[src/rtl/addr_gen_seq_if.sv]
// Control/status bundle between the sequencing fsm (master) and one addr_gen_seq instance (slave).
// The fsm drives start/en/rev; the generator returns the address stream and status flags.
interface addr_gen_seq_if #(
    parameter int ADDR_WIDTH = 12
);
    logic                  start;
    logic                  en;
    logic                  rev;
    logic [ADDR_WIDTH-1:0] o_addr;
    logic                  o_valid;
    logic                  o_burst_last;
    logic                  o_step_last;
    logic                  o_busy;
    logic                  o_done;

    modport master (
        output start, en, rev,
        input  o_addr, o_valid, o_burst_last, o_step_last, o_busy, o_done
    );

    modport slave (
        input  start, en, rev,
        output o_addr, o_valid, o_burst_last, o_step_last, o_busy, o_done
    );
endinterface

[src/rtl/addr_gen_seq.sv]
// Restartable timestep x burst x element address sequencer with an inter-burst pause.
// Define ADDR_GEN_REV_EN to support reverse timestep order (rev); otherwise order is always forward.
module addr_gen_seq #(
    parameter int ADDR_WIDTH   = 12,
    parameter int BURST_LEN    = 53,
    parameter int NUM_BURST    = 53,
    parameter int TIMESTEP     = 7,
    parameter int PAUSE_LEN    = 4,
    parameter int BURST_STRIDE = 53,
    parameter int FRAME_STRIDE = 53,
    parameter int BASE         = 0
) (
    input  logic          clk,
    input  logic          rst,
    addr_gen_seq_if.slave bus
);
    localparam int IW = ADDR_WIDTH + 8;
    localparam int KW = (BURST_LEN > 1) ? $clog2(BURST_LEN) : 1;
    localparam int BW = (NUM_BURST > 1) ? $clog2(NUM_BURST) : 1;
    localparam int TW = (TIMESTEP > 1) ? $clog2(TIMESTEP) : 1;
    localparam int PW = (PAUSE_LEN > 1) ? $clog2(PAUSE_LEN) : 1;

    localparam logic [KW-1:0] K_LAST = KW'(BURST_LEN - 1);
    localparam logic [BW-1:0] B_LAST = BW'(NUM_BURST - 1);
    localparam logic [TW-1:0] T_LAST = TW'(TIMESTEP - 1);
    localparam logic [PW-1:0] P_LAST = PW'((PAUSE_LEN > 0) ? PAUSE_LEN - 1 : 0);
    localparam logic [IW-1:0] BASE_I = IW'(BASE);
    localparam logic [IW-1:0] BSTR_I = IW'(BURST_STRIDE);
    localparam logic [IW-1:0] FSTR_I = IW'(FRAME_STRIDE);
`ifdef ADDR_GEN_REV_EN
    localparam logic [IW-1:0] REV_START = IW'((TIMESTEP - 1) * FRAME_STRIDE);
`endif

    typedef enum logic [1:0] {IDLE, RUN, PAUSE, DONE} state_t;

    state_t                state_q, state_n;
    logic [KW-1:0]         k_q, k_n;
    logic [BW-1:0]         b_q, b_n;
    logic [TW-1:0]         t_q, t_n;
    logic [PW-1:0]         p_q, p_n;
    logic [IW-1:0]         frame_q, frame_n;
    logic [IW-1:0]         burst_q, burst_n;
    logic [IW-1:0]         frame_step;
    logic                  last_burst;
    logic                  advance;
`ifdef ADDR_GEN_REV_EN
    logic                  rev_q, rev_n;
`endif

    logic [ADDR_WIDTH-1:0] addr_q, addr_n;
    logic                  valid_q, burst_last_q, step_last_q, busy_q, done_q;
    logic                  burst_last_n, step_last_n;

    always_comb begin
        // NOTE: every comb output gets a default first so no path leaves it unassigned (no latches).
        state_n    = state_q;
        k_n        = k_q;
        b_n        = b_q;
        t_n        = t_q;
        p_n        = p_q;
        frame_n    = frame_q;
        burst_n    = burst_q;
        advance    = 1'b0;
        last_burst = (b_q == B_LAST) && (t_q == T_LAST);
`ifdef ADDR_GEN_REV_EN
        rev_n      = rev_q;
        frame_step = rev_q ? (frame_q - FSTR_I) : (frame_q + FSTR_I);
`else
        frame_step = frame_q + FSTR_I;
`endif

        unique case (state_q)
            IDLE: begin
                if (bus.start) begin
                    state_n = RUN;
                    k_n     = '0;
                    b_n     = '0;
                    t_n     = '0;
                    p_n     = '0;
                    burst_n = '0;
`ifdef ADDR_GEN_REV_EN
                    rev_n   = bus.rev;
                    frame_n = bus.rev ? REV_START : '0;
`else
                    frame_n = '0;
`endif
                end
            end
            RUN: begin
                if (k_q == K_LAST) begin
                    if (PAUSE_LEN > 0) begin
                        state_n = PAUSE;
                        p_n     = '0;
                    end else if (last_burst) begin
                        state_n = DONE;
                    end else begin
                        advance = 1'b1;
                    end
                end else begin
                    k_n = k_q + KW'(1);
                end
            end
            PAUSE: begin
                if (p_q == P_LAST) begin
                    if (last_burst) state_n = DONE;
                    else            advance = 1'b1;
                end else begin
                    p_n = p_q + PW'(1);
                end
            end
            DONE:    state_n = IDLE;
            default: state_n = IDLE;
        endcase

        // Step to the next burst; offsets are accumulated so no multiplier is needed.
        if (advance) begin
            state_n = RUN;
            k_n     = '0;
            if (b_q == B_LAST) begin
                b_n     = '0;
                burst_n = '0;
                t_n     = t_q + TW'(1);
                frame_n = frame_step;
            end else begin
                b_n     = b_q + BW'(1);
                burst_n = burst_q + BSTR_I;
            end
        end

        addr_n       = (state_n == RUN) ? ADDR_WIDTH'(BASE_I + frame_n + burst_n + IW'(k_n)) : addr_q;
        burst_last_n = (state_n == RUN) && (k_n == K_LAST);
        step_last_n  = burst_last_n && (b_n == B_LAST);
    end

    // NOTE: sequential state uses non-blocking assignments so every register samples pre-edge values.
    always_ff @(posedge clk or negedge rst) begin
        if (!rst) begin
            state_q      <= IDLE;
            k_q          <= '0;
            b_q          <= '0;
            t_q          <= '0;
            p_q          <= '0;
            frame_q      <= '0;
            burst_q      <= '0;
`ifdef ADDR_GEN_REV_EN
            rev_q        <= 1'b0;
`endif
            addr_q       <= '0;
            valid_q      <= 1'b0;
            burst_last_q <= 1'b0;
            step_last_q  <= 1'b0;
            busy_q       <= 1'b0;
            done_q       <= 1'b0;
        end else if (bus.en) begin
            state_q      <= state_n;
            k_q          <= k_n;
            b_q          <= b_n;
            t_q          <= t_n;
            p_q          <= p_n;
            frame_q      <= frame_n;
            burst_q      <= burst_n;
`ifdef ADDR_GEN_REV_EN
            rev_q        <= rev_n;
`endif
            addr_q       <= addr_n;
            valid_q      <= (state_n == RUN);
            burst_last_q <= burst_last_n;
            step_last_q  <= step_last_n;
            busy_q       <= (state_n != IDLE);
            done_q       <= (state_n == DONE);
        end
    end

    assign bus.o_addr       = addr_q;
    assign bus.o_valid      = valid_q;
    assign bus.o_burst_last = burst_last_q;
    assign bus.o_step_last  = step_last_q;
    assign bus.o_busy       = busy_q;
    assign bus.o_done       = done_q;
endmodule

[src/flat_wrapper.sv]
// flat-port wrapper written by rule: the top's interface ports become plain ports
module addr_gen_seq_flat 
#(
    parameter int ADDR_WIDTH   = 12,
    parameter int BURST_LEN    = 53,
    parameter int NUM_BURST    = 53,
    parameter int TIMESTEP     = 7,
    parameter int PAUSE_LEN    = 4,
    parameter int BURST_STRIDE = 53,
    parameter int FRAME_STRIDE = 53,
    parameter int BASE         = 0
)
  (clk, rst, bus_start, bus_en, bus_rev, bus_o_addr, bus_o_valid, bus_o_burst_last, bus_o_step_last, bus_o_busy, bus_o_done);
  addr_gen_seq_if #(.ADDR_WIDTH(ADDR_WIDTH)) bus_i ();
  input  logic clk;
  input  logic rst;
  input wire logic [$bits(bus_i.start)-1:0] bus_start;
  input wire logic [$bits(bus_i.en)-1:0] bus_en;
  input wire logic [$bits(bus_i.rev)-1:0] bus_rev;
  output wire logic [$bits(bus_i.o_addr)-1:0] bus_o_addr;
  output wire logic [$bits(bus_i.o_valid)-1:0] bus_o_valid;
  output wire logic [$bits(bus_i.o_burst_last)-1:0] bus_o_burst_last;
  output wire logic [$bits(bus_i.o_step_last)-1:0] bus_o_step_last;
  output wire logic [$bits(bus_i.o_busy)-1:0] bus_o_busy;
  output wire logic [$bits(bus_i.o_done)-1:0] bus_o_done;
  assign bus_i.start = bus_start;
  assign bus_i.en = bus_en;
  assign bus_i.rev = bus_rev;
  assign bus_o_addr = bus_i.o_addr;
  assign bus_o_valid = bus_i.o_valid;
  assign bus_o_burst_last = bus_i.o_burst_last;
  assign bus_o_step_last = bus_i.o_step_last;
  assign bus_o_busy = bus_i.o_busy;
  assign bus_o_done = bus_i.o_done;
  addr_gen_seq #(.ADDR_WIDTH(ADDR_WIDTH), .BURST_LEN(BURST_LEN), .NUM_BURST(NUM_BURST), .TIMESTEP(TIMESTEP), .PAUSE_LEN(PAUSE_LEN), .BURST_STRIDE(BURST_STRIDE), .FRAME_STRIDE(FRAME_STRIDE), .BASE(BASE)) u_core (.clk(clk), .rst(rst), .bus(bus_i));
endmodule
[config.mk]
export PLATFORM = sky130hd
export DESIGN_NAME = addr_gen_seq_flat
export DESIGN_NICKNAME = d
export VERILOG_FILES = /design/src/rtl/addr_gen_seq_if.sv /design/src/rtl/addr_gen_seq.sv /design/src/flat_wrapper.sv
export SDC_FILE = /design/constraint.sdc
export NUM_CORES = 1
export LEC_CHECK = 0
export CAP_MARGIN = 20
export CELL_PAD_IN_SITES_DETAIL_PLACEMENT = 1
export CELL_PAD_IN_SITES_GLOBAL_PLACEMENT = 2
export CORE_UTILIZATION = 40
export CTS_CLUSTER_DIAMETER = 30
export CTS_CLUSTER_SIZE = 16
export DETAILED_ROUTE_END_ITERATION = 10
export DONT_BUFFER_PORTS = 1
export PLACE_DENSITY_LB_ADDON = 0.1
export SLEW_MARGIN = 40
export SYNTH_ARGS = -nofsm -noshare
export SYNTH_HDL_FRONTEND = slang
export SYNTH_SLANG_ARGS = --single-unit
export TNS_END_PERCENT = 10
[constraint.sdc]
create_clock -name clk -period 5.6 [get_ports clk]
set_input_delay 0.84 -clock clk [delete_from_list [all_inputs] [get_ports clk]]
set_output_delay 0.84 -clock clk [all_outputs]
set_load 0.005 [all_outputs]
==> metrics, run 1 <==
outcome finished clean; number of hold violations in the final report 0; area inside the core boundary 10300 um2; number of buffers on the longest clock path 2; Main synth FF type dfrtp_1; number of clock sinks 60; share of final-layout standard cells stronger than drive strength 1 0.0838; Final Power 1740 uW; Synth top area share 0.356; Period Utilization, post-route 0.851; number of setup buffers added after CTS 0; Critical Path AT 5.00 ns; post-synthesis cell count 502; post-synth design cell area 4220 um2; vias in the first global route 3690; first-pass iteration count of the detailed router 4; via count 3573; Peak Freq 210 MHz; final-stage net count 532; total of flip-flops plus latches after synthesis 60; clock latency on the worst-skew pair 0.35 ns; clock tree from TritonCTS built; Iteration-0 DRC Markers 103; warnings from Yosys 0; site row count 37; half-perimeter wire length after placement 8220 um; max-slew headroom at the worst pin 0.498; Worst Setup Start Kind flop; Slowest cell on crit path fa_1; starting density of the core 0.410; list of cells traversed by the critical path inv_1 -> ha_1 -> and4b_1 -> a21oi_1 -> and2_0 -> nand2_1 -> o31ai_1 -> nand2_1 -> fa_1 -> inv_1 -> ha_1 -> inv_1 -> fa_1 -> nor2b_1 -> o21ai_0 -> a21boi_0 -> o31a_1 -> o41ai_1 -> xnor3_1 -> mux2_2; number of distinct library cells after synthesis 55; worst min path class primary input to async pin; Total Neg Setup Slack 0 ns; max cap viols 0; unrepaired setup endpoints after global routing false; area of the die 11000 um2; count of nets left with antenna violations after detail routing 0; leading area contributor after synthesis dfrtp_1; syn nets 538; overall die height 105 um; power density over cell area 380 nW/um2; CTS hold repair buffers 0; final estimated routing congestion in global placement 0.789; number of endpoints failing setup at the final stage 0; share of async-settable or async-resettable flops after synthesis 1.00; clock root buffer clkbuf_8; aggregate global-route resource usage 0.222; area growth from synthesis to layout 8.58%; Hold Slack 0.178 ns; average cell area after synthesis 8.40 um2; critical path class flop to flop; clock transition at the registers of the reported paths 0.08 ns; worst ir drop on vdd 193 uV; pin count of the biggest net entering global routing 69; final wirelength 11300 um; sequential fraction of the synthesis area 0.356; gr ovfl total 0; Layout Skew 0.0125 ns; fin crit period 4.77 ns; measured slew at the worst slew-check pin 0.745 ns; Post-synth EDFFs 0; number of inserted diodes 0; number of buffer cells added on primary ports 0; number of placed I/O pins 22; required arrival time at the worst endpoint 5.83 ns; detailed-route DRC error count 0; CTS H-tree depth 3; largest driver fanout on the critical path 6; width of the die 105 um; clock buffers created by TritonCTS 9; routed wire length per instance 17.8 um; CTS-repair resized insts 0; static leakage 0.00210 uW; Critical Path Most Common Cell inv_1; Worst path max stage delay 0.52 ns; antenna violations before repair 0; drt via density 5.61; Final Max Slew Viols 0; wire length of the first global-routing pass 18900 um; dominant cells by area after synthesis dfrtp_1 36%, ha_1 7.1%, o21ai_0 7.1%; CP endpoint kind flop
## per-layer routing
metal / GRT usage / vias to the layer above / routed length, um
li1: - / 1752 / -
met1: 0.287 / 1779 / 5340
met2: 0.379 / 33 / 5590
met3: 0.0418 / 9 / 245
met4: 0.0614 / 0 / 129
met5: 0 / - / 0
## metrics by stage
stage          std cells  setup slack (ns)   util  cell area [um2]
2_1_floorplan        502              1.40      -             4220
5_1_grt              637             0.457  0.445             4580
3_5_place_dp         621             0.862  0.422             4340
3_3_place_gp         621             0.858  0.422             4340
6_report             637             0.833  0.445             4580
4_1_cts              637             0.829  0.445             4580
## path summary, 6_finish.rpt
kind | from | end | slack (ns) | cells past startpoint
max | u_core.k_q[0]$_DFFE_PN0P_ | u_core.bus.o_addr[11]$_DFFE_PN0P_ | 0.83 | 20
min | rst | u_core.burst_q[4]$_DFFE_PN0P_ | 0.18 | 0
max reg2reg | u_core.k_q[0]$_DFFE_PN0P_ | u_core.bus.o_addr[11]$_DFFE_PN0P_ | 0.83 | 20
min reg2reg | u_core.p_q[0]$_DFFE_PN0P_ | u_core.p_q[0]$_DFFE_PN0P_ | 0.49 | 1
max in group asynchronous | rst | u_core.b_q[5]$_DFFE_PN0P_ | 5.33 | 0
min in group clk | u_core.p_q[0]$_DFFE_PN0P_ | u_core.p_q[0]$_DFFE_PN0P_ | 0.49 | 1
## cell families (layout without fill, tap and decap cells)
group	count (synthesis)	in the layout	share of synthesized area
AOI/OAI and AO/OA	150	150	0.213
xor gates and xnor gates	10	10	0.0240
and+or+nand+nor	173	173	0.197
muxes	20	20	0.0514
adders and majority gates	31	31	0.104
buffers and inverters	58	57	0.0543
DFF	60	60	0.356
## placed cells by master (no fill, tap or decap), types with 4 or more instances in the layout
cell	instances
nand2_1	70
o21ai_0	60
dfrtp_1	60
nor2_1	40
a21oi_1	40
inv_1	34
ha_1	24
nand3_1	15
mux2_2	13
clkbuf_8	12
nor3_1	11
and3_1	8
a21o_1	7
mux2i_1	7
fa_1	7
buf_4	7
a22oi_1	5
nor3b_1	5
a31oi_1	5
xor2_1	5
o22ai_1	4
o31ai_1	4
or3_1	4
a22o_1	4
xnor2_1	4
## cell type report
| cell class | instances | area [um2] |
|---|---|---|
| clock buffers | 12 | 165 |
| clock inverters | 4 | 70.1 |
| fillers | 1255 | 5700 |
| inverters | 34 | 128 |
| multi-input cells | 384 | 2490 |
| flip-flops and latches | 60 | 1500 |
| well taps | 136 | 170 |
| repair buffers | 7 | 52.6 |
## power breakdown
part | leakage, uW | switching (uW) | internal (uW) | total, uW
combinational | 0.00120 | 345 | 256 | 601
clock | 0.000122 | 187 | 286 | 473
sequential | 0.000786 | 125 | 543 | 667
## registers in the layout, indices dropped and copies added (netlist names)
| name | cells |
|---|---|
| u_core.frame_q | 12 |
| u_core.bus.o_valid | 1 |
| u_core.state_q | 2 |
| u_core.bus.o_burst_last | 1 |
| u_core.k_q | 6 |
| u_core.bus.o_addr | 12 |
| u_core.b_q | 6 |
| u_core.bus.o_done | 1 |
| u_core.t_q | 3 |
| u_core.p_q | 2 |
| u_core.bus.o_busy | 1 |
| u_core.bus.o_step_last | 1 |
| u_core.burst_q | 12 |
## worst max-delay path: cells and delay by family (launching register included)
kind                     cells  cell delay (ns)
AO/OA/AOI/OAI                6             1.45
XOR/XNOR                     1             0.29
adder cells (fa/ha/maj)      4             1.12
buffers and inverters        3             0.22
flip-flops                   1             0.39
multiplexers                 1             0.27
AND/OR/NAND/NOR              5             0.91
## cells in the mapped netlist (3+ instances only)
| master | count |
|---|---|
| nand2_1 | 70 |
| dfrtp_1 | 60 |
| o21ai_0 | 60 |
| a21oi_1 | 40 |
| nor2_1 | 40 |
| inv_1 | 34 |
| ha_1 | 24 |
| clkbuf_1 | 18 |
| nand3_1 | 16 |
| mux2_2 | 13 |
| nor3_1 | 11 |
| and3_1 | 8 |
| a21o_1 | 7 |
| fa_1 | 7 |
| mux2i_1 | 7 |
| a22oi_1 | 5 |
| a31oi_1 | 5 |
| nor3b_1 | 5 |
| xor2_1 | 5 |
| a22o_1 | 4 |
| o22ai_1 | 4 |
| o31ai_1 | 4 |
| or3_1 | 4 |
| xnor2_1 | 4 |
| a32o_1 | 3 |
| buf_2 | 3 |
| nand2b_1 | 3 |
| nor2b_1 | 3 |
| o21a_1 | 3 |
| o31a_1 | 3 |
No activity file was read; power rests on OpenSTA's default activity.
==> run 2, diff against run 1 <==
PLACE_DENSITY_LB_ADDON = 0.15   (was 0.1)
SKIP_LAST_GASP = 1   (was unset)
==> metrics, run 2 (synthesis gave the netlist of run 1 again) <==
outcome finished clean; kind of cell adding the most delay to the critical path compound AO/OA/AOI/OAI gates; number of clock sinks 60; power density over cell area 362 nW/um2; Layout Skew 0.0116 ns; largest driver fanout on the critical path 6; half-perimeter wire length after placement 8130 um; CTS hold repair buffers 0; number of buffers on the longest clock path 2; gr ovfl total 0; number of buffer and inverter stages on the critical path 3; area inside the core boundary 10300 um2; final-stage net count 532; antenna violations before repair 0; area growth from synthesis to layout 7.15%; CTS-repair resized insts 0; list of cells traversed by the critical path inv_1 -> ha_1 -> and4b_1 -> a21oi_1 -> and2_0 -> nand2_1 -> o31ai_1 -> nand2_1 -> fa_1 -> inv_1 -> ha_1 -> inv_1 -> fa_1 -> nor2b_1 -> o21ai_0 -> a21boi_0 -> o31a_1 -> o41ai_1 -> xnor3_1 -> mux2_2; Period Utilization, post-route 0.881; static leakage 0.00208 uW; Slowest cell on crit path fa_1; number of endpoints failing setup at the final stage 0; Critical Path AT 5.17 ns; clock latency on the worst-skew pair 0.36 ns; highest metal layer with signal wires met4; required arrival time at the worst endpoint 5.84 ns; overall die height 105 um; first-pass iteration count of the detailed router 6; pin count of the biggest net entering global routing 69; number of hold violations in the final report 0; Post-Place Worst Slack 0.703 ns; unrepaired setup endpoints after global routing false; max cap viols 0; amount of wire on met2 after detailed routing 5420 um; routed metal-1 wirelength 5500 um; drt via density 5.71; critical path class flop to flop; most frequent standard cell in the layout excluding fill and tap cells nand2_1; final wirelength 11400 um; final estimated routing congestion in global placement 0.796; clock root buffer clkbuf_8; commonest cells after routing, fill and taps aside 70 x nand2_1, 60 x o21ai_0, 60 x dfrtp_1, 40 x nor2_1, 40 x a21oi_1; routed wire length per instance 17.9 um; number of placed I/O pins 22; clock tree from TritonCTS built; number of inserted diodes 0; area of the die 11000 um2; area of all sequential standard cells 1500 um2; Iteration-0 DRC Markers 142; Util after Layout 0.439; Worst Setup Start Kind flop; worst min path class primary input to async pin; vias in the first global route 3756; Worst path max stage delay 0.52 ns; via count 3623; met3 routed WL 312 um; share of final-layout standard cells stronger than drive strength 1 0.0802; setup slack after layout 0.667 ns; measured slew at the worst slew-check pin 0.748 ns; Fill cells 1267; fin crit period 4.93 ns; multi-input gate area in the final layout 2490 um2; max-slew headroom at the worst pin 0.496; site row count 37; Final Max Slew Viols 0; Total Neg Setup Slack 0 ns; Critical Path Most Common Cell inv_1; detailed-route DRC error count 0; CTS H-tree depth 3; wire length of the first global-routing pass 19200 um; number of buffer cells added on primary ports 0; clock transition at the registers of the reported paths 0.07 ns; aggregate global-route resource usage 0.225; width of the die 105 um; starting density of the core 0.410; clock buffers created by TritonCTS 9; CP endpoint kind flop; Peak Freq 203 MHz; worst ir drop on vdd 168 uV; number of setup buffers added after CTS 0; count of nets left with antenna violations after detail routing 0
-- run 2: area by class of cell --
type / count / area share
inverters: 34 / 0.0283
repair buffers: 7 / 0.0116
clock buffers: 12 / 0.0366
flip-flops and latches: 60 / 0.332
well taps: 136 / 0.0377
multi-input cells: 384 / 0.551
clock inverters: 2 / 0.00222
-- run 2: path summary, 6_finish.rpt --
check                                           from                                end  slack [ns]  depth (start not counted)
min reg2reg                u_core.p_q[0]$_DFFE_PN0P_          u_core.p_q[0]$_DFFE_PN0P_        0.51                          1
min in group clk           u_core.p_q[0]$_DFFE_PN0P_          u_core.p_q[0]$_DFFE_PN0P_        0.51                          1
max                        u_core.k_q[0]$_DFFE_PN0P_  u_core.bus.o_addr[11]$_DFFE_PN0P_        0.67                         20
min                                              rst      u_core.frame_q[5]$_DFFE_PN0P_        0.17                          0
max in group asynchronous                        rst          u_core.t_q[0]$_DFFE_PN0P_        5.31                          0
max reg2reg                u_core.k_q[0]$_DFFE_PN0P_  u_core.bus.o_addr[11]$_DFFE_PN0P_        0.67                         20
-- run 2: per-stage QoR --
stage / area, um2 / hold slack (ns) / std cells / power [uW]
4_1_cts: 4520 / 0.156 / 635 / 1660
6_report: 4520 / 0.174 / 635 / 1640
2_1_floorplan: 4220 / 0.457 / 502 / 1110
3_5_place_dp: 4340 / 0.500 / 621 / 1280
3_3_place_gp: 4340 / 0.466 / 621 / 1250
5_1_grt: 4520 / 0.156 / 635 / 1790
-- run 2: where the power goes --
| group | leakage, uW | switching, uW | internal, uW |
|---|---|---|---|
| Clock | 0.0000941 | 180 | 191 |
| Sequential | 0.000786 | 125 | 543 |
| Combinational | 0.00120 | 343 | 255 |
-- run 2: layer usage --
metal,vias up,GRT usage
met5,-,0
met4,0,0.0624
met3,11,0.0468
met2,36,0.379
met1,1816,0.292
li1,1760,-
==> run 3, diff against run 2 <==
CORE_UTILIZATION = 43   (was 40)
clock period = 6.25 ns   (was 5.6 ns; I/O delays follow)
==> metrics, run 3 (synthesis gave the netlist of run 1 again) <==
Post-Place Worst Slack 1.25 ns; worst ir drop on vdd 166 uV; final wirelength 10900 um; overall die height 101 um; commonest cells after routing, fill and taps aside 70 x nand2_1, 60 x o21ai_0, 60 x dfrtp_1, 40 x nor2_1, 40 x a21oi_1; Peak Freq 206 MHz; number of buffer cells added on primary ports 0; fin crit period 4.85 ns; static leakage 0.00206 uW; detailed-route DRC error count 0; critical path class flop to flop; RR Endpoint u_core.bus.o_addr[11]$_DFFE_PN0P_; Final Max Slew Viols 0; Iteration-0 DRC Markers 143; clock latency on the worst-skew pair 0.35 ns; setup slack after layout 1.40 ns; number of cells on the worst reg-to-reg path 18; area of the die 10200 um2; Hold Slack 0.275 ns; routed wire length per instance 17.3 um; CP endpoint kind flop; max-slew headroom at the worst pin 0.521; number of buffers on the longest clock path 2; gr ovfl total 0; wire length of the first global-routing pass 18400 um; final-stage net count 529; Total Neg Setup Slack 0 ns; antenna violations before repair 0; drt via density 5.67; number of hold violations in the final report 0; starting density of the core 0.450; worst min path class primary input to async pin; clock tree from TritonCTS built; outcome finished clean; CTS H-tree depth 3; number of setup buffers added after CTS 0; site row count 35; required arrival time at the worst endpoint 6.49 ns; final estimated routing congestion in global placement 0.825; number of inserted diodes 0; area inside the core boundary 9370 um2; first-pass iteration count of the detailed router 4; pin count of the biggest net entering global routing 69; most frequent standard cell in the layout excluding fill and tap cells nand2_1; CTS-repair resized insts 0; largest driver fanout on the critical path 11; number of endpoints failing setup at the final stage 0; CTS hold repair buffers 0; share of final-layout standard cells stronger than drive strength 1 0.0724; number of placed I/O pins 22; vias in the first global route 3656; aggregate global-route resource usage 0.237; power density over cell area 326 nW/um2; Layout Skew 0.00672 ns; count of nets left with antenna violations after detail routing 0; max cap viols 0; area growth from synthesis to layout 6.26%; clock root buffer clkbuf_8; Fill cells 1152; number of clock sinks 60; Period Utilization, post-route 0.776; unrepaired setup endpoints after global routing false; Worst Setup Start Kind flop; worst reg-to-reg setup slack 1.40 ns; width of the die 101 um; Critical R2R Launch u_core.b_q[0]$_DFFE_PN0P_; clock transition at the registers of the reported paths 0.07 ns; Util after Layout 0.478; measured slew at the worst slew-check pin 0.716 ns; half-perimeter wire length after placement 7890 um; clock buffers created by TritonCTS 9; Critical Path AT 5.08 ns; via count 3547
[run 3: worst max-delay path: stages (launching register included)]
cell	delay [ns]
dfrtp_1	0.45
inv_1	0.09
ha_1	0.15
inv_1	0.11
o31a_1	0.37
nor2_1	0.57
a22oi_1	0.32
fa_1	0.59
inv_1	0.04
ha_1	0.20
inv_1	0.08
fa_1	0.20
nor2b_1	0.05
o21ai_0	0.21
a21boi_0	0.16
o31a_1	0.29
o41ai_1	0.32
xnor3_1	0.27
mux2_2	0.26
[run 3: cell type report]
type | count | area (um2) | share of cell area
Sequential cell | 60 | 1500 | 0.335
Tap cell | 129 | 161 | 0.0360
Multi-Input combinational cell | 384 | 2490 | 0.556
Clock inverter | 2 | 10.0 | 0.00223
Timing Repair Buffer | 4 | 30.0 | 0.00670
Inverter | 34 | 128 | 0.0285
Clock buffer | 13 | 159 | 0.0355
[run 3: per-layer routing]
layer	global-route usage	routed length [um]	vias up
li1	-	-	1750
met5	0	0	-
met1	0.313	5090	1737
met3	0.0506	397	15
met4	0.0569	129	0
met2	0.398	5240	45
[run 3: metrics by stage]
stage | total power (uW) | cell area (um2) | cells
6_report | 1460 | 4480 | 626
5_1_grt | 1600 | 4480 | 626
4_1_cts | 1480 | 4480 | 626
3_5_place_dp | 1150 | 4310 | 611
3_3_place_gp | 1110 | 4310 | 611
2_1_floorplan | 997 | 4220 | 502
[run 3: report_power, final]
group | internal [uW] | switching [uW] | leakage [uW]
Clock | 162 | 160 | 0.0000893
Combinational | 230 | 313 | 0.00118
Sequential | 487 | 111 | 0.000786
Total | 879 | 583 | 0.00206
[run 3: how the worst max path moves through the flow]
stage                                         start                           endpoint  depth (start not counted)
after global placement                    bus_start  u_core.bus.o_addr[11]$_DFFE_PN0P_                         17
after detailed placement                  bus_start  u_core.bus.o_addr[11]$_DFFE_PN0P_                         17
after floorplan                           bus_start  u_core.bus.o_addr[11]$_DFFE_PN0P_                         15
final                     u_core.b_q[0]$_DFFE_PN0P_  u_core.bus.o_addr[11]$_DFFE_PN0P_                         18
after global routing      u_core.b_q[0]$_DFFE_PN0P_  u_core.bus.o_addr[11]$_DFFE_PN0P_                         18
after CTS                 u_core.b_q[0]$_DFFE_PN0P_  u_core.bus.o_addr[11]$_DFFE_PN0P_                         18
